--- config.mk ---
export PLATFORM = sky130hd
export DESIGN_NAME = burst_read_master
export DESIGN_NICKNAME = d
export VERILOG_FILES = /design/src/rtl/burst_read_master.sv
export SDC_FILE = /design/constraint.sdc
export NUM_CORES = 1
export LEC_CHECK = 0
export BUFFER_PORTS_ARGS = -buffer_cell sky130_fd_sc_hd__buf_2
export CORE_AREA = 2 2 272 274
export DETAILED_ROUTE_END_ITERATION = 10
export DIE_AREA = 0 0 274 276
export PLACE_DENSITY = 0.86
export RECOVER_POWER = 100
export SYNTH_ARGS = -nofsm -noshare
export SYNTH_HDL_FRONTEND = slang
export SYNTH_SLANG_ARGS = --single-unit
--- constraint.sdc ---
create_clock -name clk -period 18.04 [get_ports clk]
set_clock_uncertainty 0.15 [all_clocks]
set_input_delay 1.804 -clock clk [delete_from_list [all_inputs] [get_ports clk]]
set_output_delay 1.804 -clock clk [all_outputs]
set_load 0.02 [all_outputs]
--- src/rtl/burst_read_master.sv ---
// Avalon-MM burst read master: fetches a block of words in bursts into a show-ahead FIFO,
// issuing a burst only when the FIFO is guaranteed room for every word it will return.
module burst_read_master #(
  parameter int unsigned ADDRESS_WIDTH   = 32,
  parameter int unsigned DATA_WIDTH      = 32,
  parameter int unsigned BURST_COUNT     = 8,
  parameter int unsigned BURST_WIDTH     = 4,
  parameter int unsigned LENGTH_WIDTH    = 16,
  parameter int unsigned FIFO_DEPTH      = 32,
  parameter int unsigned FIFO_DEPTH_LOG2 = 5
) (
  input  logic                       clk,
  input  logic                       reset,
  input  logic                       ctrl_start,
  input  logic [ADDRESS_WIDTH-1:0]   ctrl_baseaddress,
  input  logic [LENGTH_WIDTH-1:0]    ctrl_length,
  output logic                       ctrl_busy,
  output logic                       ctrl_done,
  output logic [ADDRESS_WIDTH-1:0]   master_address,
  output logic                       master_read,
  output logic [BURST_WIDTH-1:0]     master_burstcount,
  input  logic                       master_waitrequest,
  input  logic                       master_readdatavalid,
  input  logic [DATA_WIDTH-1:0]      master_readdata,
  input  logic                       user_read,
  output logic                       user_valid,
  output logic [DATA_WIDTH-1:0]      user_data,
  output logic [FIFO_DEPTH_LOG2:0]   fifo_level
);

  localparam int unsigned BPW        = DATA_WIDTH / 8;
  localparam int unsigned BYTE_SHIFT = $clog2(BPW);
  localparam int unsigned CW         = LENGTH_WIDTH + 2;
  localparam int unsigned LVW        = FIFO_DEPTH_LOG2 + 1;
  localparam logic [ADDRESS_WIDTH-1:0] ADDR_MASK = ~(ADDRESS_WIDTH'(BPW) - ADDRESS_WIDTH'(1));

  localparam logic [1:0] IDLE  = 2'd0;
  localparam logic [1:0] ISSUE = 2'd1;
  localparam logic [1:0] DRAIN = 2'd2;

  logic [1:0]               state_q, state_d;
  logic [ADDRESS_WIDTH-1:0] addr_q, addr_d;
  logic [LENGTH_WIDTH-1:0]  remaining_q, remaining_d;
  logic [LENGTH_WIDTH-1:0]  outstanding_q, outstanding_d;
  logic [LENGTH_WIDTH-1:0]  to_receive_q, to_receive_d;
  logic                     done_q, done_d;

  logic [LENGTH_WIDTH-1:0]  bs;
  logic                     space_ok;
  logic                     accept;
  logic                     wr;
  logic                     pop;
  logic                     last_beat;

  logic [DATA_WIDTH-1:0]      mem [FIFO_DEPTH];
  logic [FIFO_DEPTH_LOG2-1:0] wr_ptr_q, rd_ptr_q;
  logic [FIFO_DEPTH_LOG2:0]   level_q;

  always_comb begin
    bs = (remaining_q < LENGTH_WIDTH'(BURST_COUNT)) ? remaining_q : LENGTH_WIDTH'(BURST_COUNT);
    // Reserve room for data already requested but not yet returned.
    space_ok = (CW'(level_q) + CW'(outstanding_q) + CW'(bs)) <= CW'(FIFO_DEPTH);
  end

  assign master_read       = (state_q == ISSUE) && space_ok;
  assign master_address    = addr_q;
  assign master_burstcount = bs[BURST_WIDTH-1:0];
  assign ctrl_busy         = (state_q != IDLE);
  assign ctrl_done         = done_q;

  assign accept    = master_read && !master_waitrequest;
  // Beats arriving while idle are leftovers from an aborted transfer.
  assign wr        = master_readdatavalid && (state_q != IDLE);
  assign last_beat = wr && (to_receive_q == LENGTH_WIDTH'(1));

  always_comb begin
    state_d       = state_q;
    addr_d        = addr_q;
    remaining_d   = remaining_q;
    outstanding_d = outstanding_q;
    to_receive_d  = to_receive_q;
    done_d        = 1'b0;

    case (state_q)
      IDLE: begin
        if (ctrl_start) begin
          if (ctrl_length != '0) begin
            addr_d        = ctrl_baseaddress & ADDR_MASK;
            remaining_d   = ctrl_length;
            to_receive_d  = ctrl_length;
            outstanding_d = '0;
            state_d       = ISSUE;
          end else begin
            done_d = 1'b1;
          end
        end
      end
      ISSUE: begin
        if (accept) begin
          addr_d      = addr_q + (ADDRESS_WIDTH'(bs) << BYTE_SHIFT);
          remaining_d = remaining_q - bs;
          if (remaining_q == bs) state_d = DRAIN;
        end
      end
      default: ;
    endcase

    if (state_q != IDLE) begin
      outstanding_d = outstanding_q + (accept ? bs : '0) - LENGTH_WIDTH'(wr);
      if (wr) to_receive_d = to_receive_q - LENGTH_WIDTH'(1);
      if (last_beat) begin
        state_d = IDLE;
        done_d  = 1'b1;
      end
    end
  end

  always_ff @(posedge clk or posedge reset) begin
    if (reset) begin
      state_q       <= IDLE;
      addr_q        <= '0;
      remaining_q   <= '0;
      outstanding_q <= '0;
      to_receive_q  <= '0;
      done_q        <= 1'b0;
    end else begin
      state_q       <= state_d;
      addr_q        <= addr_d;
      remaining_q   <= remaining_d;
      outstanding_q <= outstanding_d;
      to_receive_q  <= to_receive_d;
      done_q        <= done_d;
    end
  end

  assign pop = user_read && (level_q != '0);

  always_ff @(posedge clk or posedge reset) begin
    if (reset) begin
      wr_ptr_q <= '0;
      rd_ptr_q <= '0;
      level_q  <= '0;
    end else begin
      if (wr)  wr_ptr_q <= wr_ptr_q + FIFO_DEPTH_LOG2'(1);
      if (pop) rd_ptr_q <= rd_ptr_q + FIFO_DEPTH_LOG2'(1);
      level_q <= level_q + LVW'(wr) - LVW'(pop);
    end
  end

  always_ff @(posedge clk) begin
    if (wr) mem[wr_ptr_q] <= master_readdata;
  end

  assign user_valid = (level_q != '0);
  assign user_data  = user_valid ? mem[rd_ptr_q] : '0;
  assign fifo_level = level_q;

  fifo_no_overflow: assert property (@(posedge clk) disable iff (reset)
    !(wr && !pop && (level_q == LVW'(FIFO_DEPTH))));

endmodule

== Yosys cells after proc, flatten, opt, wreduce, memory -nomap -nowiden ==
Memories as Yosys holds them, arrays and structs flattened.
Cells that the tools add are included.
Operators by class
  order comparisons: 2
  reduce and logical (&&, ||, !) cells: 16
  multiplexer cells: 34
  equality and inequality tests: 6
  $add $sub $neg: 11
Operator list (number)
  2-to-1 mux 16 bit: 14
  2-to-1 mux 32 bit: 4
  one-hot mux 32 bit (2 select lines): 1
  adder 32 x 18 -> 32 bit: 1
  one-hot mux 16 bit (2 select lines): 1
  adder 17 x 16 -> 18 bit: 1
  <= comparator 18 x 6 -> 1 bit, second input constant: 1
  adder 6 x 16 -> 17 bit: 1
  adder 16 bit: 1
  equality test 16 x 1 -> 1 bit, second input constant: 1
  equality test 16 bit: 1
  less-than comparator 16 x 4 -> 1 bit, second input constant: 1
  nonzero test 16 bit: 1
  subtractor 16 x 1 -> 16 bit: 1
  subtractor 16 x 1 -> 16 bit, second input constant: 1
  subtractor 16 bit: 1
  2-to-1 mux 2 bit: 6
  adder 5 x 1 -> 5 bit, second input constant: 2
  nonzero test 2 bit: 5
  2-to-1 mux 1 bit: 7
  adder 6 x 1 -> 6 bit: 1
  inequality test 2 bit, second input constant: 3
  nonzero test 6 bit: 1
  subtractor 6 x 1 -> 6 bit: 1
  7 further kinds: 11
Storage, ports and cells
  bits of input ports: 86
  RAM bits: 1024
  flip-flop bits (word level): 99
  output and inout bits: 78
  memories: 1
Memories
  mem: depth 32, width 32, read ports 1, clocked after Yosys merged registers in 0, write ports 1, RTL line 55  | logic [DATA_WIDTH-1:0] mem [FIFO_DEPTH];

== Longest topological paths before layout ==
Gate-level depths: netlist of run 1.
  depth in word-level cells: 10
  depth in mapped cells: 34
  mapped depth without buffers: 33

== Least setup slack after synthesis of run 1 ==
OpenSTA, ideal clock, no wires.
  path type: register to register
  start point: register remaining_q[5]
  end point: register outstanding_q[14]
  slack: 10490 ps
  stages on the path, launching flop included: 31
  arrival time: 7267 ps
  required time: 17757 ps
  cell sequence: dfrtp_1 or3_1 nor4_1 nand2_1 nor2_1 and2_1 fa_1 ha_1 a211oi_1 nor2_1 and4_1 nor4_1 o211ai_1 or3_1 or4_1 nor4_1 nand2_1 ha_1 inv_1 ha_1 inv_1 fa_1 nor2b_1 o21ai_0 nand2b_1 a311oi_1 o31ai_1 or4_1 a31oi_1 xor2_1 o21ai_0
On the way
  word-level cells in the longest chain between the ends: 10
Ends and longest elaborated chain
  start: declaration: RTL line 43  | logic [LENGTH_WIDTH-1:0] remaining_q, remaining_d;
  start signal: assignment: RTL line 129  | remaining_q <= remaining_d;
  less-than comparator 16 x 4 -> 1 bit *: RTL line 60  | bs = (remaining_q < LENGTH_WIDTH'(BURST_COUNT)) ? remaining_q : LENGTH_WIDTH'(BURST_COUNT);
  2-to-1 mux 16 bit *: RTL line 60
  net master_burstcount[2]: RTL line 21  | output logic [BURST_WIDTH-1:0] master_burstcount,
  adder 17 x 16 -> 18 bit: RTL line 62  | space_ok = (CW'(level_q) + CW'(outstanding_q) + CW'(bs)) <= CW'(FIFO_DEPTH);
  <= comparator 18 x 6 -> 1 bit: RTL line 62
  logical AND 1 bit: RTL line 65  | assign master_read = (state_q == ISSUE) && space_ok;
  logical AND 1 bit: RTL line 71  | assign accept = master_read && !master_waitrequest;
  2-to-1 mux 16 bit *: RTL line 109  | outstanding_d = outstanding_q + (accept ? bs : '0) - LENGTH_WIDTH'(wr);
  adder 16 bit *: RTL line 109
  subtractor 16 x 1 -> 16 bit *: RTL line 109
  2-to-1 mux 16 bit *: RTL line 108  | if (state_q != IDLE) begin
  end signal: assignment: RTL line 130  | outstanding_q <= outstanding_d;
  end: declaration: RTL line 44  | logic [LENGTH_WIDTH-1:0] outstanding_q, outstanding_d;
The timed path passes the listed nets; every way through them passes the cells marked *.
A chain may end at the register's enable or synchronous reset.

== Worst setup path after layout of run 1 ==
  start point: register rd_ptr_q[0]
  end point: output user_data[2]
On the way
  word-level cells in the longest chain between the ends: 2
Ends and longest elaborated chain
  start: declaration: RTL line 56  | logic [FIFO_DEPTH_LOG2-1:0] wr_ptr_q, rd_ptr_q;
  start signal: assignment: RTL line 145  | if (pop) rd_ptr_q <= rd_ptr_q + FIFO_DEPTH_LOG2'(1);
  memory (32 x 32 bit)
  2-to-1 mux 32 bit: RTL line 155  | assign user_data = user_valid ? mem[rd_ptr_q] : '0;
  end: declaration: RTL line 27  | output logic [DATA_WIDTH-1:0] user_data,
Every way passes these cells.

==> metrics.log, run 1 <==
INFO  metric clock_tree.buffer_depth = 3
INFO  metric post_synth_inst_count = 2492
INFO  metric irDropWorstVdd = 0.177 mV
INFO  metric wirelength = roughly 130000 µm
INFO  metric clk_root_buffer_cell = sky130_fd_sc_hd__clkbuf_16
INFO  metric tritoncts_num_sinks = between 1000 and 1500
INFO  metric post-route-period-util = 0.601
INFO  metric drt_iter0_drc = 4220
INFO  metric grt_overflow = 0
INFO  metric minimum_hold_slack = between 0.3 and 0.4 ns
INFO  metric critical_path_arrival = 8.89 ns
INFO  metric ios = 164
INFO  metric setup.worst_path.class = reg -> out
INFO  metric synth_enable_flop_cells = 1024
INFO  metric initial_core_util = 0.647
INFO  metric drt-pass1-iter-count = 8
INFO  metric cts.repair_timing.setup_buffer_count = 0
INFO  metric synth_largest_type_area_fraction = 0.655
INFO  metric synthDistinctLibCells = 70
INFO  metric area.growth.synth_to_final = 11.6%
INFO  metric netlist_top_cells_area = sky130_fd_sc_hd__edfxtp_1 66%, sky130_fd_sc_hd__mux4_2 15%, sky130_fd_sc_hd__dfrtp_1 5.2%
INFO  metric avgSynthCellArea = 18.8 µm²
INFO  metric crit_fanout = between 100 and 150
INFO  metric final-max-slew-violation-count = 1353
INFO  metric clk_pin_slew_worst_paths = ~0.060 ns
INFO  metric final_hold_viol_count = 0
INFO  metric grt_pass1_vias = 27400
INFO  metric avgViaCountPerCell = 7.12
INFO  metric async_set_reset_flop_share_out_of_synthesis = 0.0865
INFO  metric ys_ff_latch = 1121
INFO  metric setup_violating_endpoint_count_in_the_final_report = 0
INFO  metric floorplan.die_area = 0.0756 mm²
INFO  metric timing.final.crit_period = about 11 ns
INFO  metric worst_hold_path.num_cells = 1
INFO  metric critical_path_required = between 15 and 20 ns
INFO  metric synthFlopType = sky130_fd_sc_hd__edfxtp_1
INFO  metric initial_antenna_violation_count = 9
INFO  metric htree_levels = 3
INFO  metric synth_compound_area_frac = 0.0393
INFO  metric seq_area_frac_synth = 0.707
INFO  metric worst_pin_slew = 4.58 ns
INFO  metric cts_tree = yes
INFO  metric layout.filler_cells = just over 4000
INFO  metric cp-end-kind = primary output
INFO  metric worst-r2r-cell-count = 30
INFO  metric synthesis.area = 0.0469 mm²
INFO  metric outcome = complete, but fails checks
INFO  metric latest_clock_arrival_within_the_worst_skew_pair = 0.68 ns
INFO  metric avgRoutedWirePerCell = approximately 34 µm
INFO  metric ctsResizeCount = 0
INFO  metric floorplan.die.height = 276 µm
INFO  metric port-buffer-count = between 150 and 200
INFO  metric fraction_of_synthesized_area_in_multiplexers = 0.165
INFO  metric place_hpwl = 63600 µm
INFO  metric synth_top_cell_by_area = sky130_fd_sc_hd__edfxtp_1
INFO  metric chipWidth = 274 µm
INFO  metric coreArea = 0.0726 mm²
INFO  metric failing_checks = max-capacitance violations, max-slew violations
INFO  metric power_leakage = ~17 nW
INFO  metric power_density = 165 mW/mm²
INFO  metric synthesis.yosys.warnings = 0
INFO  metric vias = about 27000
INFO  metric fmaxAchievable = 0.0922 GHz
INFO  metric placement_rows = just under 100
INFO  metric grt_max_degree = 168
INFO  metric final_net_count = 2898
INFO  metric synthSimpleGateAreaFrac = 0.0356
INFO  metric max-cap-violations = a little under 60
INFO  metric grt_setup_unrepaired = false
INFO  metric fraction_of_layout_cells_with_a_size_suffix_above_1 = 0.206
INFO  metric first_pass_grt_wire_length = 185000 µm
INFO  metric synthAdderAreaFrac = 0.0275
INFO  metric tritoncts.num_buffers = 107
INFO  metric setup_tns = 0 ns
INFO  metric timing.hold.worst.class = reg -> reg
INFO  metric drc = 0
INFO  metric routabilityCongestion = 0.896
INFO  metric groute.usage.overall = 0.342
INFO  metric postRouteAntennaNets = 0
INFO  metric crit_path_start_kind = flop
INFO  metric yosys.area_share.xor_xnor = 0.00709
INFO  metric dominant_combinational_cell_family_by_area_after_synthesis = multiplexers
INFO  metric final_core_utilization = 0.722
INFO  metric worst_slew_margin_rel = -2.06
INFO  metric cts_hold_buf = 0
## cells in the final DEF, fill, tap and decap left out, types with 11 or more instances in the layout
master	n
sky130_fd_sc_hd__clkbuf_16	108
sky130_fd_sc_hd__mux2i_1	37
sky130_fd_sc_hd__xor2_1	19
sky130_fd_sc_hd__o22a_1	11
sky130_fd_sc_hd__mux2_2	15
sky130_fd_sc_hd__xnor2_1	19
sky130_fd_sc_hd__ha_1	87
sky130_fd_sc_hd__edfxtp_1	1024
sky130_fd_sc_hd__dfrtp_1	93
sky130_fd_sc_hd__nor3_1	16
sky130_fd_sc_hd__a31oi_1	17
sky130_fd_sc_hd__conb_1	38
sky130_fd_sc_hd__nand2_1	83
sky130_fd_sc_hd__clkinv_1	22
sky130_fd_sc_hd__o21ai_0	80
sky130_fd_sc_hd__nor4_1	15
sky130_fd_sc_hd__mux4_2	320
sky130_fd_sc_hd__nand3_1	27
sky130_fd_sc_hd__buf_2	56
sky130_fd_sc_hd__bufinv_16	20
sky130_fd_sc_hd__clkbuf_1	158
sky130_fd_sc_hd__nor2_1	131
sky130_fd_sc_hd__inv_1	86
sky130_fd_sc_hd__nand4_1	11
sky130_fd_sc_hd__a21oi_1	73
## power by group
part | internal [W] | switching, W
logic | 0.00131 | 0.00163
registers | 0.00306 | 0.000245
clock network | 0.00139 | 0.000995
total | 0.00577 | 0.00287
## worst paths after layout
kind                             startpoint           endpoint  slack [ns]
setup / recovery                rd_ptr_q[0]       user_data[2]        7.20
hold / removal             to_receive_q[15]   to_receive_q[15]        0.35
setup reg to reg             remaining_q[5]  outstanding_q[14]        8.76
hold reg to reg            to_receive_q[15]   to_receive_q[15]        0.35
max in group asynchronous             reset      fifo_level[4]       12.18
min in group asynchronous             reset      fifo_level[5]        1.35
## state kept, by name (all words and copies together), names as in the netlist, 5 cells and up
name and flops:
fifo_level 6, master_address 30, mem 1024, outstanding_q 16, rd_ptr_q 5, remaining_q 16
to_receive_q 16, wr_ptr_q 5
## per-layer routing
metal,share of wire,vias up,global-route usage
li1,-,10600,-
met1,0.33,13600,0.442
met2,0.51,2190,0.563
met3,0.11,457,0.0689
met4,0.054,6,0.165
met5,0.00028,-,0
## cell usage after synthesis (7+ instances only)
library cell and instances:
sky130_fd_sc_hd__ha_1 87, sky130_fd_sc_hd__mux2i_1 37, sky130_fd_sc_hd__a31oi_1 17, sky130_fd_sc_hd__and2_1 7, sky130_fd_sc_hd__dfrtp_1 97, sky130_fd_sc_hd__o21ai_0 80
sky130_fd_sc_hd__o211ai_1 7, sky130_fd_sc_hd__a21o_1 10, sky130_fd_sc_hd__o22a_1 11, sky130_fd_sc_hd__nand2_1 82, sky130_fd_sc_hd__nor3_1 17, sky130_fd_sc_hd__xnor2_1 19
sky130_fd_sc_hd__nor2b_1 11, sky130_fd_sc_hd__nor2_1 135, sky130_fd_sc_hd__nand3_1 27, sky130_fd_sc_hd__and3_1 8, sky130_fd_sc_hd__o21a_1 7, sky130_fd_sc_hd__clkbuf_1 80
sky130_fd_sc_hd__buf_1 34, sky130_fd_sc_hd__or3_1 7, sky130_fd_sc_hd__buf_4 8, sky130_fd_sc_hd__inv_1 87, sky130_fd_sc_hd__mux4_2 320, sky130_fd_sc_hd__a211oi_1 7
sky130_fd_sc_hd__edfxtp_1 1024, sky130_fd_sc_hd__mux2_2 16, sky130_fd_sc_hd__o22ai_1 10, sky130_fd_sc_hd__or4_1 7, sky130_fd_sc_hd__nor4_1 15, sky130_fd_sc_hd__a21oi_1 73
sky130_fd_sc_hd__a41oi_1 9, sky130_fd_sc_hd__xor2_1 19, sky130_fd_sc_hd__nand2b_1 11, sky130_fd_sc_hd__fa_1 10, sky130_fd_sc_hd__nand4_1 11
## critical path, cell delays in order, from the launching register on
cell and delay, ns:
sky130_fd_sc_hd__dfrtp_1 2.39, sky130_fd_sc_hd__buf_12 0.68, sky130_fd_sc_hd__clkbuf_1 3.16, sky130_fd_sc_hd__mux4_2 0.82
sky130_fd_sc_hd__mux4_2 0.52, sky130_fd_sc_hd__mux2i_1 0.20, sky130_fd_sc_hd__nor2_1 0.07, sky130_fd_sc_hd__clkbuf_1 0.29
## through the flow
stage	setup slack, ns	std cells	power [W]	cell area, µm²
4_1_cts	8.97	3761	0.00863	52900
2_1_floorplan	10.49	2528	0.00535	47100
5_1_grt	5.91	3767	0.00894	52400
6_report	7.20	3767	0.00864	52400
3_5_place_dp	8.99	3565	0.00618	49200
3_3_place_gp	9.34	3565	0.00604	49200
## kinds of logic (layout without fill, tap and decap cells)
kind of cell	after synthesis	after routing
DFF	1121	1121
buffers and inverters	216	490
and+or+nand+nor	357	357
xor gates and xnor gates	38	38
adders and majority gates	97	97
other	2	44
muxes	374	374
AOI/OAI and AO/OA	287	287
## cell type report
class / count / area (µm²) / share of cell area
sequential: 1121 / 33200 / 0.633
multi-input combinational: 1191 / 13100 / 0.250
clock buffer: 128 / 2790 / 0.0532
tap: 959 / 1200 / 0.0229
timing repair buffer: 205 / 902 / 0.0172
clock inverter: 68 / 892 / 0.0170
inverter: 89 / 335 / 0.00640
antenna: 6 / 15.0 / 0.000287
No activity file was read; power rests on OpenSTA's default activity.
==> run 2, diff against run 1 <==
--- a/config.mk
+++ b/config.mk
@@ -6,10 +6,10 @@
 export NUM_CORES = 1
 export LEC_CHECK = 0
 export BUFFER_PORTS_ARGS = -buffer_cell sky130_fd_sc_hd__buf_2
-export CORE_AREA = 2 2 272 274
+export CORE_AREA = 2 2 279 281
 export DETAILED_ROUTE_END_ITERATION = 10
-export DIE_AREA = 0 0 274 276
-export PLACE_DENSITY = 0.86
+export DIE_AREA = 0 0 281 283
+export PLACE_DENSITY = 0.82
 export RECOVER_POWER = 100
 export SYNTH_ARGS = -nofsm -noshare
 export SYNTH_HDL_FRONTEND = slang
==> constraint.sdc (replaced) <==
create_clock -name clk -period 11.15 [get_ports clk]
set_clock_uncertainty 0.15 [all_clocks]
set_input_delay 1.115 -clock clk [delete_from_list [all_inputs] [get_ports clk]]
set_output_delay 1.115 -clock clk [all_outputs]
set_load 0.02 [all_outputs]
==> metrics.log, run 2 (synthesized netlist as in run 1, its figures left out) <==
INFO  metric floorplan.die.height = 283 µm (was 276 µm)
INFO  metric area.growth.synth_to_final = 11.4% (was 11.6%)
INFO  metric final_net_count = 2900 (was 2898)
INFO  metric cts.repair_timing.setup_buffer_count = 0 (unchanged)
INFO  metric finalNonFillerCells = 3849 (was 3767)
INFO  metric largest_register_ffs = 1024 (unchanged)
INFO  metric clock_tree.buffer_depth = 3 (unchanged)
INFO  metric min_to = outstanding_q[15] (was to_receive_q[15])
INFO  metric floorplan.die_area = 0.0795 mm² (was 0.0756 mm²)
INFO  metric tritoncts_num_sinks = 1121 (unchanged)
INFO  metric crit_fanout = 6 (was 107)
INFO  metric setup_tns = 0 ns (unchanged)
INFO  metric post_dp_cell_area = 0.0493 mm² (was 0.0492 mm²)
INFO  metric setup.worst_path.class = reg -> reg (was reg -> out)
INFO  metric first_pass_grt_wire_length = 181000 µm (was 185000 µm)
INFO  metric groute.usage.overall = 0.316 (was 0.342)
INFO  metric cp_slowest_stage_delay = 0.69 ns (was 3.16 ns)
INFO  metric postRouteAntennaNets = 0 (unchanged)
INFO  metric rrSetupSlack = 1.89 ns (was 8.76 ns)
INFO  metric wirelength = 123000 µm (was 127000 µm)
INFO  metric largest-register = mem (unchanged)
INFO  metric post-route-period-util = 0.831
INFO  metric fraction_of_layout_cells_with_a_size_suffix_above_1 = 0.206 (about the same)
INFO  metric irDropWorstVdd = 0.268 mV (was 0.177 mV)
INFO  metric worst_slew_margin_rel = -1.78 (was -2.06)
INFO  metric routabilityCongestion = 0.868 (was 0.896)
INFO  metric critical_path_required = 11.52 ns (was 16.09 ns)
INFO  metric drt_iter0_drc = 3567 (was 4220)
INFO  metric initial_core_util = 0.612 (was 0.647)
INFO  metric grt_overflow = 0 (unchanged)
INFO  metric ctsResizeCount = 0 (unchanged)
INFO  metric drt-pass1-iter-count = 6 (was 8)
INFO  metric hold_start = outstanding_q[15] (was to_receive_q[15])
INFO  metric htree_levels = 3 (unchanged)
INFO  metric cts_tree = yes (unchanged)
INFO  metric placement_rows = 102 (was 99)
INFO  metric cp-end-kind = flop (was primary output)
INFO  metric coreArea = 0.0767 mm² (was 0.0726 mm²)
INFO  metric max-cap-violations = 58 (was 59)
INFO  metric chipWidth = 281 µm (was 274 µm)
INFO  metric vias = 26300 (was 26800)
INFO  metric power_leakage = 17.2 nW (was 17.3 nW)
INFO  metric fmaxAchievable = ~0.11 GHz
INFO  metric most-common-layout-cells = 1024 x sky130_fd_sc_hd__edfxtp_1, 320 x sky130_fd_sc_hd__mux4_2, 157 x sky130_fd_sc_hd__clkbuf_1 (was 1024 x sky130_fd_sc_hd__edfxtp_1, 320 x sky130_fd_sc_hd__mux4_2, 158 x sky130_fd_sc_hd__clkbuf_1)
INFO  metric critical_path_arrival = 9.64 ns (was 8.89 ns)
INFO  metric latest_clock_arrival_within_the_worst_skew_pair = 0.68 ns (about the same)
INFO  metric timing.hold.worst.class = reg -> reg (unchanged)
INFO  metric worst_r2r_endpoint = outstanding_q[14] (unchanged)
INFO  metric r2r_start = remaining_q[5] (unchanged)
INFO  metric postLayoutCellArea = 0.0523 mm² (was 0.0524 mm²)
INFO  metric clk_pin_slew_worst_paths = 0.06 ns (about the same)
INFO  metric timing.final.crit_period = roughly 9.3 ns
INFO  metric layout_commonest_cell = sky130_fd_sc_hd__edfxtp_1 (unchanged)
INFO  metric clk_root_buffer_cell = sky130_fd_sc_hd__clkbuf_16 (unchanged)
INFO  metric grt_pass1_vias = 27000 (was 27400)
INFO  metric avgRoutedWirePerCell = 32.1 µm (was 33.6 µm)
INFO  metric worst_pin_slew = 4.17 ns (was 4.58 ns)
INFO  metric dp.cells = 3647 (was 3565)
INFO  metric grt_setup_unrepaired = false (unchanged)
INFO  metric avgViaCountPerCell = 6.83 (was 7.12)
INFO  metric worst-r2r-cell-count = 30 (unchanged)
INFO  metric grt_max_degree = 149 (was 168)
INFO  metric crit_slowest_cell = sky130_fd_sc_hd__nor4_1 (was sky130_fd_sc_hd__clkbuf_1)
INFO  metric worst_hold_path.num_cells = 1 (unchanged)
INFO  metric power_density = 263 mW/mm² (was 165 mW/mm²)
INFO  metric place_hpwl = 62700 µm (was 63600 µm)
INFO  metric minimum_hold_slack = 0.356 ns (was 0.353 ns)
INFO  metric cts_hold_buf = 0 (unchanged)
INFO  metric failing_checks = max-capacitance violations, max-slew violations (unchanged)
INFO  metric initial_antenna_violation_count = 7 (was 9)
INFO  metric outcome = complete, but fails checks (unchanged)
INFO  metric tritoncts.num_buffers = 107 (unchanged)
INFO  metric final-max-slew-violation-count = 1404 (was 1353)
INFO  metric crit_path_start_kind = flop (unchanged)
INFO  metric port-buffer-count = 159 (unchanged)
INFO  metric layout.filler_cells = 4599 (was 4047)
INFO  metric setup_violating_endpoint_count_in_the_final_report = 0 (unchanged)
INFO  metric drc = 0 (unchanged)
INFO  metric ios = 164 (unchanged)
INFO  metric final_hold_viol_count = 0 (unchanged)
==> run 2: layout make-up <==
cell class | count | area, µm² | share of cell area
repair buffers | 207 | 900 | 0.0172
flip-flops and latches | 1121 | 33200 | 0.635
well taps | 1040 | 1300 | 0.0249
clock buffers | 125 | 2750 | 0.0525
inverters | 89 | 335 | 0.00641
diodes | 5 | 12.5 | 0.000239
multi-input cells | 1191 | 13100 | 0.250
clock inverters | 71 | 741 | 0.0142
==> run 2: metrics by stage <==
| step | setup WS, ns | util | total power [W] |
|---|---|---|---|
| final | 1.89 | 0.682 | 0.0137 |
| after global routing | 1.35 | 0.682 | 0.0143 |
| after CTS | 2.13 | 0.688 | 0.0138 |
| after detailed placement | 2.15 | 0.643 | 0.00998 |
| after global placement | 2.55 | 0.643 | 0.00979 |
| after floorplan | 3.60 | - | 0.00866 |
==> run 2: worst max path at each step <==
stage               slack (ns)            from                end
floorplan                 3.60  remaining_q[5]  outstanding_q[14]
global placement          2.55  remaining_q[5]  outstanding_q[14]
global route              1.35     rd_ptr_q[0]       user_data[1]
detailed placement        2.15  remaining_q[5]  outstanding_q[14]
finish                    1.89  remaining_q[5]  outstanding_q[14]
CTS                       2.13  remaining_q[5]  outstanding_q[14]
==> run 2: power by group <==
group,internal [W],leakage [nW],switching (W)
clock network,0.00207,1.69,0.00161
registers,0.00495,10.3,0.000402
logic,0.00212,5.24,0.00257
==> run 2: layer usage <==
metal | wire length, µm | track usage
met5 | 13 | 0
met3 | 12700 | 0.0634
met4 | 5700 | 0.131
met1 | 42400 | 0.413
met2 | 62600 | 0.524
==> run 2: critical path, delay by kind of cell, from the launching register on <==
family,cells,cell delay [ns]
xor+xnor,1,0.17
simple gates,15,4.93
compound gates,7,1.73
flops,1,0.43
buf+inv,2,0.13
fa+ha+maj,5,1.53
